`config.mk`:
```
export PLATFORM = sky130hd
export DESIGN_NAME = discharge_pulse_sequencer_flat
export DESIGN_NICKNAME = d
export VERILOG_FILES = /design/src/rtl/discharge_pulse_sequencer_if.sv /design/src/rtl/discharge_pulse_sequencer.sv /design/src/flat_wrapper.sv
export SDC_FILE = /design/constraint.sdc
export NUM_CORES = 1
export LEC_CHECK = 0
export CAP_MARGIN = 5
export CORE_UTILIZATION = 39
export CTS_CLUSTER_SIZE = 10
export DETAILED_ROUTE_END_ITERATION = 8
export GPL_TIMING_DRIVEN = 0
export SLEW_MARGIN = 20
export SYNTH_ARGS = -nofsm -noshare
export SYNTH_HDL_FRONTEND = slang
export SYNTH_SLANG_ARGS = --single-unit
```
`constraint.sdc`:
```
create_clock -name clk -period 12.1 [get_ports clk]
set_clock_uncertainty 0.2 [all_clocks]
set_input_delay 1.21 -clock clk [delete_from_list [all_inputs] [get_ports clk]]
set_output_delay 1.21 -clock clk [all_outputs]
set_load 0.05 [all_outputs]
```
`src/rtl/discharge_pulse_sequencer_if.sv`:
```
// Command/status bundle between the SPI register block and the EDM discharge sequencer.
// Build option carried by the sequencer itself: SHORT_CUT_EN.
interface discharge_pulse_sequencer_if #(
    parameter int ADC_W = 16,
    parameter int CNT_W = 16
);
    // start/stop are single-cycle synchronised strobes with no back-pressure;
    // pulse_done is a 1-cycle strobe and pulse_class is only meaningful while it is high.
    logic             start;
    logic             stop;
    logic [CNT_W-1:0] ton_cycles;
    logic [CNT_W-1:0] toff_cycles;
    logic [ADC_W-1:0] v_brk_th;
    logic [ADC_W-1:0] sample_voltage;
    logic             cnt_clear;
    logic             gate_on;
    logic             deion_on;
    logic [2:0]       phase;
    logic             pulse_done;
    logic [1:0]       pulse_class;
    logic [7:0]       null_cnt;
    logic [7:0]       normal_cnt;
    logic [7:0]       short_cnt;

    modport master (
        output start, stop, ton_cycles, toff_cycles, v_brk_th, sample_voltage, cnt_clear,
        input  gate_on, deion_on, phase, pulse_done, pulse_class, null_cnt, normal_cnt, short_cnt
    );

    modport slave (
        input  start, stop, ton_cycles, toff_cycles, v_brk_th, sample_voltage, cnt_clear,
        output gate_on, deion_on, phase, pulse_done, pulse_class, null_cnt, normal_cnt, short_cnt
    );
endinterface

```
`src/rtl/discharge_pulse_sequencer.sv`:
```
// Per-pulse EDM discharge sequencer: OPEN -> TON -> DEAD -> TOFF with NULL/NORMAL/SHORT sorting.
// Optional macro SHORT_CUT_EN: SHORT pulses skip TON and go straight to the dead band.
module discharge_pulse_sequencer #(
    parameter int ADC_W     = 16,
    parameter int CNT_W     = 16,
    parameter int MAX_WAIT  = 10000,
    parameter int SHORT_DLY = 8,
    parameter int DEAD_CYC  = 5
) (
    input logic clk,
    input logic rst_n,
    discharge_pulse_sequencer_if.slave bus
);
    localparam int WAIT_W = $clog2(MAX_WAIT + 1);

    typedef enum logic [2:0] {
        S_IDLE = 3'd0,
        S_OPEN = 3'd1,
        S_TON  = 3'd2,
        S_DEAD = 3'd3,
        S_TOFF = 3'd4
    } state_t;

    localparam logic [1:0]        CL_NULL   = 2'd0;
    localparam logic [1:0]        CL_NORMAL = 2'd1;
    localparam logic [1:0]        CL_SHORT  = 2'd2;
    localparam logic [CNT_W-1:0]  ONE       = CNT_W'(1);
    localparam logic [CNT_W-1:0]  DEAD_LAST = CNT_W'(DEAD_CYC - 1);
    localparam logic [WAIT_W-1:0] WAIT_LAST = WAIT_W'(MAX_WAIT - 1);
    localparam logic [WAIT_W-1:0] SHORT_LIM = WAIT_W'(SHORT_DLY);

    state_t            state_q, state_d;
    logic [WAIT_W-1:0] wait_cnt_q, wait_cnt_d;
    logic [CNT_W-1:0]  cnt_q, cnt_d;
    logic [CNT_W-1:0]  ton_lat_q, ton_lat_d;
    logic [CNT_W-1:0]  toff_lat_q, toff_lat_d;
    logic              stop_pend_q, stop_pend_d;
    logic [1:0]        class_q, class_d;
    logic              gate_on_q, gate_on_d;
    logic              deion_on_q, deion_on_d;
    logic [2:0]        phase_q, phase_d;
    logic              pulse_done_q, pulse_done_d;
    logic [1:0]        pulse_class_q, pulse_class_d;
    logic [7:0]        null_cnt_q, null_cnt_d;
    logic [7:0]        normal_cnt_q, normal_cnt_d;
    logic [7:0]        short_cnt_q, short_cnt_d;

    logic [ADC_W-1:0]  v_s;
    logic [ADC_W-1:0]  th_s;
    logic              brk;
    logic              is_short;

    assign v_s      = bus.sample_voltage;
    assign th_s     = bus.v_brk_th;
    assign brk      = (v_s < th_s);
    assign is_short = (wait_cnt_q < SHORT_LIM);

    always_comb begin
        state_d      = state_q;
        wait_cnt_d   = wait_cnt_q;
        cnt_d        = cnt_q;
        ton_lat_d    = ton_lat_q;
        toff_lat_d   = toff_lat_q;
        stop_pend_d  = stop_pend_q;
        class_d      = class_q;
        null_cnt_d   = null_cnt_q;
        normal_cnt_d = normal_cnt_q;
        short_cnt_d  = short_cnt_q;

        case (state_q)
            S_IDLE: begin
                if (bus.start && !bus.stop) begin
                    state_d = S_OPEN;
                end
            end
            S_OPEN: begin
                if (bus.stop) begin
                    stop_pend_d = 1'b1;
                    state_d     = S_DEAD;
                    cnt_d       = '0;
                end else if (brk) begin
                    class_d = is_short ? CL_SHORT : CL_NORMAL;
                    cnt_d   = '0;
`ifdef SHORT_CUT_EN
                    state_d = is_short ? S_DEAD : S_TON;
`else
                    state_d = S_TON;
`endif
                end else if (wait_cnt_q == WAIT_LAST) begin
                    class_d = CL_NULL;
                    state_d = S_DEAD;
                    cnt_d   = '0;
                end else begin
                    wait_cnt_d = wait_cnt_q + 1'b1;
                end
            end
            S_TON: begin
                if (bus.stop) begin
                    stop_pend_d = 1'b1;
                    state_d     = S_DEAD;
                    cnt_d       = '0;
                end else if (cnt_q == ton_lat_q - ONE) begin
                    state_d = S_DEAD;
                    cnt_d   = '0;
                end else begin
                    cnt_d = cnt_q + ONE;
                end
            end
            S_DEAD: begin
                if (bus.stop) begin
                    stop_pend_d = 1'b1;
                end
                if (cnt_q == DEAD_LAST) begin
                    state_d = stop_pend_d ? S_IDLE : S_TOFF;
                    cnt_d   = '0;
                end else begin
                    cnt_d = cnt_q + ONE;
                end
            end
            S_TOFF: begin
                if (bus.stop) begin
                    stop_pend_d = 1'b1;
                end
                if (cnt_q == toff_lat_q - ONE) begin
                    // Counters bump as the pulse_done cycle closes.
                    case (class_q)
                        CL_NULL:   if (null_cnt_q   != 8'hFF) null_cnt_d   = null_cnt_q   + 8'd1;
                        CL_NORMAL: if (normal_cnt_q != 8'hFF) normal_cnt_d = normal_cnt_q + 8'd1;
                        default:   if (short_cnt_q  != 8'hFF) short_cnt_d  = short_cnt_q  + 8'd1;
                    endcase
                    state_d = stop_pend_d ? S_IDLE : S_OPEN;
                    cnt_d   = '0;
                end else begin
                    cnt_d = cnt_q + ONE;
                end
            end
            default: begin
                state_d = S_IDLE;
            end
        endcase

        // Timing is frozen per pulse: a new Ton/Toff only takes effect at the next OPEN.
        if (state_d == S_OPEN && state_q != S_OPEN) begin
            wait_cnt_d = '0;
            ton_lat_d  = (bus.ton_cycles  == '0) ? ONE : bus.ton_cycles;
            toff_lat_d = (bus.toff_cycles == '0) ? ONE : bus.toff_cycles;
        end
        if (state_d == S_IDLE) begin
            stop_pend_d = 1'b0;
        end
        if (bus.cnt_clear) begin
            null_cnt_d   = '0;
            normal_cnt_d = '0;
            short_cnt_d  = '0;
        end

        gate_on_d     = (state_d == S_OPEN) || (state_d == S_TON);
        deion_on_d    = (state_d == S_TOFF);
        phase_d       = state_d;
        pulse_done_d  = (state_d == S_TOFF) && (cnt_d == toff_lat_d - ONE);
        pulse_class_d = pulse_done_d ? class_d : CL_NULL;
    end

    always_ff @(posedge clk or negedge rst_n) begin
        if (!rst_n) begin
            state_q       <= S_IDLE;
            wait_cnt_q    <= '0;
            cnt_q         <= '0;
            ton_lat_q     <= ONE;
            toff_lat_q    <= ONE;
            stop_pend_q   <= 1'b0;
            class_q       <= CL_NULL;
            gate_on_q     <= 1'b0;
            deion_on_q    <= 1'b0;
            phase_q       <= 3'd0;
            pulse_done_q  <= 1'b0;
            pulse_class_q <= 2'd0;
            null_cnt_q    <= '0;
            normal_cnt_q  <= '0;
            short_cnt_q   <= '0;
        end else begin
            state_q       <= state_d;
            wait_cnt_q    <= wait_cnt_d;
            cnt_q         <= cnt_d;
            ton_lat_q     <= ton_lat_d;
            toff_lat_q    <= toff_lat_d;
            stop_pend_q   <= stop_pend_d;
            class_q       <= class_d;
            gate_on_q     <= gate_on_d;
            deion_on_q    <= deion_on_d;
            phase_q       <= phase_d;
            pulse_done_q  <= pulse_done_d;
            pulse_class_q <= pulse_class_d;
            null_cnt_q    <= null_cnt_d;
            normal_cnt_q  <= normal_cnt_d;
            short_cnt_q   <= short_cnt_d;
        end
    end

    assign bus.gate_on     = gate_on_q;
    assign bus.deion_on    = deion_on_q;
    assign bus.phase       = phase_q;
    assign bus.pulse_done  = pulse_done_q;
    assign bus.pulse_class = pulse_class_q;
    assign bus.null_cnt    = null_cnt_q;
    assign bus.normal_cnt  = normal_cnt_q;
    assign bus.short_cnt   = short_cnt_q;
endmodule

```
`src/flat_wrapper.sv`:
```
// flat-port wrapper written by rule: the top's interface ports become plain ports
module discharge_pulse_sequencer_flat 
#(
    parameter int ADC_W     = 16,
    parameter int CNT_W     = 16,
    parameter int MAX_WAIT  = 10000,
    parameter int SHORT_DLY = 8,
    parameter int DEAD_CYC  = 5
)
  (clk, rst_n, bus_start, bus_stop, bus_ton_cycles, bus_toff_cycles, bus_v_brk_th, bus_sample_voltage, bus_cnt_clear, bus_gate_on, bus_deion_on, bus_phase, bus_pulse_done, bus_pulse_class, bus_null_cnt, bus_normal_cnt, bus_short_cnt);
  discharge_pulse_sequencer_if #(.ADC_W(ADC_W), .CNT_W(CNT_W)) bus_i ();
  input logic clk;
  input logic rst_n;
  input wire logic [$bits(bus_i.start)-1:0] bus_start;
  input wire logic [$bits(bus_i.stop)-1:0] bus_stop;
  input wire logic [$bits(bus_i.ton_cycles)-1:0] bus_ton_cycles;
  input wire logic [$bits(bus_i.toff_cycles)-1:0] bus_toff_cycles;
  input wire logic [$bits(bus_i.v_brk_th)-1:0] bus_v_brk_th;
  input wire logic [$bits(bus_i.sample_voltage)-1:0] bus_sample_voltage;
  input wire logic [$bits(bus_i.cnt_clear)-1:0] bus_cnt_clear;
  output wire logic [$bits(bus_i.gate_on)-1:0] bus_gate_on;
  output wire logic [$bits(bus_i.deion_on)-1:0] bus_deion_on;
  output wire logic [$bits(bus_i.phase)-1:0] bus_phase;
  output wire logic [$bits(bus_i.pulse_done)-1:0] bus_pulse_done;
  output wire logic [$bits(bus_i.pulse_class)-1:0] bus_pulse_class;
  output wire logic [$bits(bus_i.null_cnt)-1:0] bus_null_cnt;
  output wire logic [$bits(bus_i.normal_cnt)-1:0] bus_normal_cnt;
  output wire logic [$bits(bus_i.short_cnt)-1:0] bus_short_cnt;
  assign bus_i.start = bus_start;
  assign bus_i.stop = bus_stop;
  assign bus_i.ton_cycles = bus_ton_cycles;
  assign bus_i.toff_cycles = bus_toff_cycles;
  assign bus_i.v_brk_th = bus_v_brk_th;
  assign bus_i.sample_voltage = bus_sample_voltage;
  assign bus_i.cnt_clear = bus_cnt_clear;
  assign bus_gate_on = bus_i.gate_on;
  assign bus_deion_on = bus_i.deion_on;
  assign bus_phase = bus_i.phase;
  assign bus_pulse_done = bus_i.pulse_done;
  assign bus_pulse_class = bus_i.pulse_class;
  assign bus_null_cnt = bus_i.null_cnt;
  assign bus_normal_cnt = bus_i.normal_cnt;
  assign bus_short_cnt = bus_i.short_cnt;
  discharge_pulse_sequencer #(.ADC_W(ADC_W), .CNT_W(CNT_W), .MAX_WAIT(MAX_WAIT), .SHORT_DLY(SHORT_DLY), .DEAD_CYC(DEAD_CYC)) u_core (.clk(clk), .rst_n(rst_n), .bus(bus_i));
endmodule
```
==> key figures <==
STA
  • Endpoints failing hold: 0
  • Max Freq: 0.145 GHz
  • Final setup fails: 0
  • Period utilization: 56.8%
  • Slew HR: 33.7%
  • Fin worst setup slack: 5.23 ns
  • Setup TNS: 0 ns
  • Crit path time final: 6.87 ns
  • Slew Limit Fails: 0
  • Unrepaired setup endpoints after global routing: false
  • Slew @ Worst Pin: 0.986 ns

Routing
  • Pre-antenna DRT Iters: 5
  • Final WL: 19.0 mm
  • Vias: 6402
  • Wire per inst: 15.9 µm
  • DRC Markers: 0
  • Routed vias/inst: 5.37
  • Detail Route Antenna Nets: 0
  • Iter 0 DRT Violations: 403

Cells and area
  • Share of layout cells above drive strength 1: 6.43%
  • Nets: 1052
  • Fillers: 1724
  • Post-route cell area: 8780 µm²
  • Area Overhead vs Synth: 22.6%
  • N_diodes: 0

Die
  • Core ar.: 18000 µm²
  • Die footprint: 18900 µm²
  • # rows: 49
  • I/O pins: 101
  • Die W: 138 µm
  • DIE HEIGHT: 138 µm
  • Initial core utilization: 39.9%

Pwr
  • Leakage: 3.78 nW
  • Power Density: 94.1 nW/µm²
  • Total power: 0.826 mW
  • Peak VDD IR: 0.0704 mV

Logic synthesis
  • Yosys top cell area share: 33.2%
  • Synth Warn #: 0
  • Yosys cell types: 70
  • Synthesized instance count: 848
  • Yosys reg bits: 97
  • Cell taking the most area after synthesis: dfrtp_1
  • Post-synth EDFFs: 0
  • Synth top area cells: dfrtp_1 (33%), xnor2_1 (6.7%), nand2_1 (6.2%)
  • Syn Std Cell Area: 7170 µm²
  • Synthesized Nets: 941
  • Synth Area per Inst: 8.45 µm²
  • Post-synth ARST share: 100%
  • Post-synthesis sequential area ratio: 33.9%
  • Synth Flop Type: dfrtp_1

Clocking
  • H-tree depth: 3
  • Clock latency on the worst-skew pair: 0.37 ns
  • CTS Buffer Depth: 2
  • Clock Sinks: 97
  • Cts repair resizes: 0
  • Clk pin slew, worst setup/hold paths: 0.07 ns
  • CTS Buf Count: 9
  • # hold bufs at CTS: 0
  • Post CTS Setup Buffer Count: 0
  • Clk root buf: clkbuf_16
  • CTS tree: built

Placed design
  • DP Area: 8470 µm²
  • Gpl congestion: 0.844
  • Final HPWL DP: 14.8 mm
  • Pre-CTS setup slack: 4.86 ns
  • Input/output buffers: 99

Setup path
  • WP data required: 12.14 ns
  • CP Launch Type: primary input
  • CP max FO: 10
  • Worst r2r src: u_core.toff_lat_q[1]
  • Critical path type: primary input to flop
  • Critical Path End Type: flop
  • Worst setup startpoint: bus_v_brk_th[11]
  • Arrival time at the worst endpoint: 6.92 ns

Global routing
  • Largest net degree at the start of global routing: 55
  • First-pass GRT wire length: 31.2 mm
  • Number of global-route vias before repair: 6155
  • Total global-route track usage: 21.3%
  • Grt ovf: 0
  • Initial antenna violation count: 0

Min path
  • HP Class: flop to flop
  • Hold path startpoint: u_core.ton_lat_q[15]

Status
  • Outcome: finished, final reports clean

Flow run
  • # Max-Cap Violations: 0
[per-stage QoR]
stage	hold WS [ns]	instances	util, %
floorplan	0.267	848	-
global placement	0.285	1176	47.0
detailed placement	0.287	1177	47.2
CTS	0.305	1193	48.9
global route	0.360	1193	48.9
finish	0.301	1193	48.9
[sequential cells by signal, indices dropped and copies added, names as in the netlist]
name and flops:
u_core.state_q 3, u_core.bus.pulse_done 1, u_core.bus.null_cnt 8, u_core.wait_cnt_q 14, u_core.stop_pend_q 1, u_core.bus.deion_on 1, u_core.bus.pulse_class 2, u_core.bus.short_cnt 8
u_core.cnt_q 16, u_core.ton_lat_q 16, u_core.bus.normal_cnt 8, u_core.toff_lat_q 16, u_core.bus.gate_on 1, u_core.class_q 2
[layout make-up]
| type | count | area, µm² | share of cell area [%] |
|---|---|---|---|
| Multi-Input combinational cell | 668 | 4390 | 49.9 |
| Sequential cell | 97 | 2430 | 27.7 |
| Timing Repair Buffer | 100 | 1020 | 11.6 |
| Tap cell | 229 | 287 | 3.26 |
| Clock buffer | 9 | 225 | 2.56 |
| Buffer | 42 | 198 | 2.25 |
| Inverter | 41 | 154 | 1.75 |
| Clock inverter | 7 | 85.1 | 0.969 |
[power breakdown]
group | total (mW) | internal, mW | switching, mW | leakage [nW]
clock | 0.311 | 0.165 | 0.146 | 0.146
combinational | 0.178 | 0.0795 | 0.0989 | 2.33
sequential | 0.337 | 0.334 | 0.00296 | 1.30
total | 0.826 | 0.578 | 0.248 | 3.78
[layout by cell type (no fill, tap or decap), types with 6 or more instances in the layout]
cell,instances
nor4_1,20
a2111oi_0,6
a21oi_1,25
mux2i_1,16
inv_1,41
nand2_1,119
or3_1,11
o31ai_1,8
nand3_1,27
nand2b_1,11
mux2_2,9
o21ai_0,43
clkbuf_16,9
nor3_1,25
xnor2_1,55
buf_2,8
clkbuf_1,26
and2_1,7
and3_1,20
nand4_1,20
dfrtp_1,95
xor2_1,34
nor2b_1,8
a31oi_1,6
nor2_1,77
ha_1,24
clkdlybuf4s50_1,98
nor3b_1,9
a21o_1,6
or4_1,6
[cells in the mapped netlist, types with 7 or more instances]
cell,count
buf_2,8
o31ai_1,8
nor4_1,20
a21oi_1,25
nor3_1,25
ha_1,24
inv_1,41
nor2b_1,8
o21ai_0,43
nand3_1,27
nor3b_1,9
xnor2_1,55
and2_1,7
and3_1,20
mux2i_1,16
nor2_1,77
nand4_1,20
or3_1,11
mux2_2,9
dfrtp_1,95
clkbuf_1,26
xor2_1,34
nand2b_1,11
nand2_1,119
[worst max-delay path: stages]
cell and delay (ns):
clkdlybuf4s50_1 0.45, inv_1 0.04, ha_1 0.29, and4_1 0.22
and2_1 0.17, a32oi_1 0.17, nand3_1 0.25, o2bb2ai_1 0.26
a311oi_4 0.49, nor2_1 0.11, buf_2 0.24, clkbuf_1 0.29
mux2i_1 0.27, ha_1 0.24, clkbuf_1 0.36, nand2_1 0.15
nor3_1 0.22, xnor2_1 0.09, nor3_1 0.29, a21oi_4 0.06
xnor2_1 0.16, nor4_2 0.29, nand4_1 0.21, nor4b_1 0.39
[metal layers]
| metal | global-route usage [%] | part of all wire [%] | wire [µm] | vias up |
|---|---|---|---|---|
| li1 | - | - | - | 3224 |
| met5 | 0 | 0 | 0 | - |
| met4 | 6.47 | 1.6 | 295 | 0 |
| met1 | 28.9 | 48 | 9100 | 3041 |
| met2 | 35.4 | 48 | 9060 | 120 |
| met3 | 2.39 | 2.7 | 520 | 17 |
[final timing paths]
path | to | slack, ns | cells past startpoint
setup / recovery | u_core.bus.pulse_class[0] | 5.23 | 24
hold / removal | u_core.ton_lat_q[15] | 0.30 | 2
setup reg to reg | u_core.bus.pulse_class[0] | 5.54 | 23
hold reg to reg | u_core.ton_lat_q[15] | 0.30 | 2
max in group asynchronous | u_core.toff_lat_q[0] | 10.46 | 2
min in group asynchronous | u_core.wait_cnt_q[12] | 0.58 | 1
[cell families after synthesis]
logic type	share of synthesized area (%)
multiplexers	3.65
AO/OA/AOI/OAI	12.2
buffers and inverters	4.91
AND/OR/NAND/NOR	29.7
flip-flops	33.9
XOR/XNOR	11.5
adder cells (fa/ha/maj)	4.19
No activity file was read; power rests on OpenSTA's default activity.
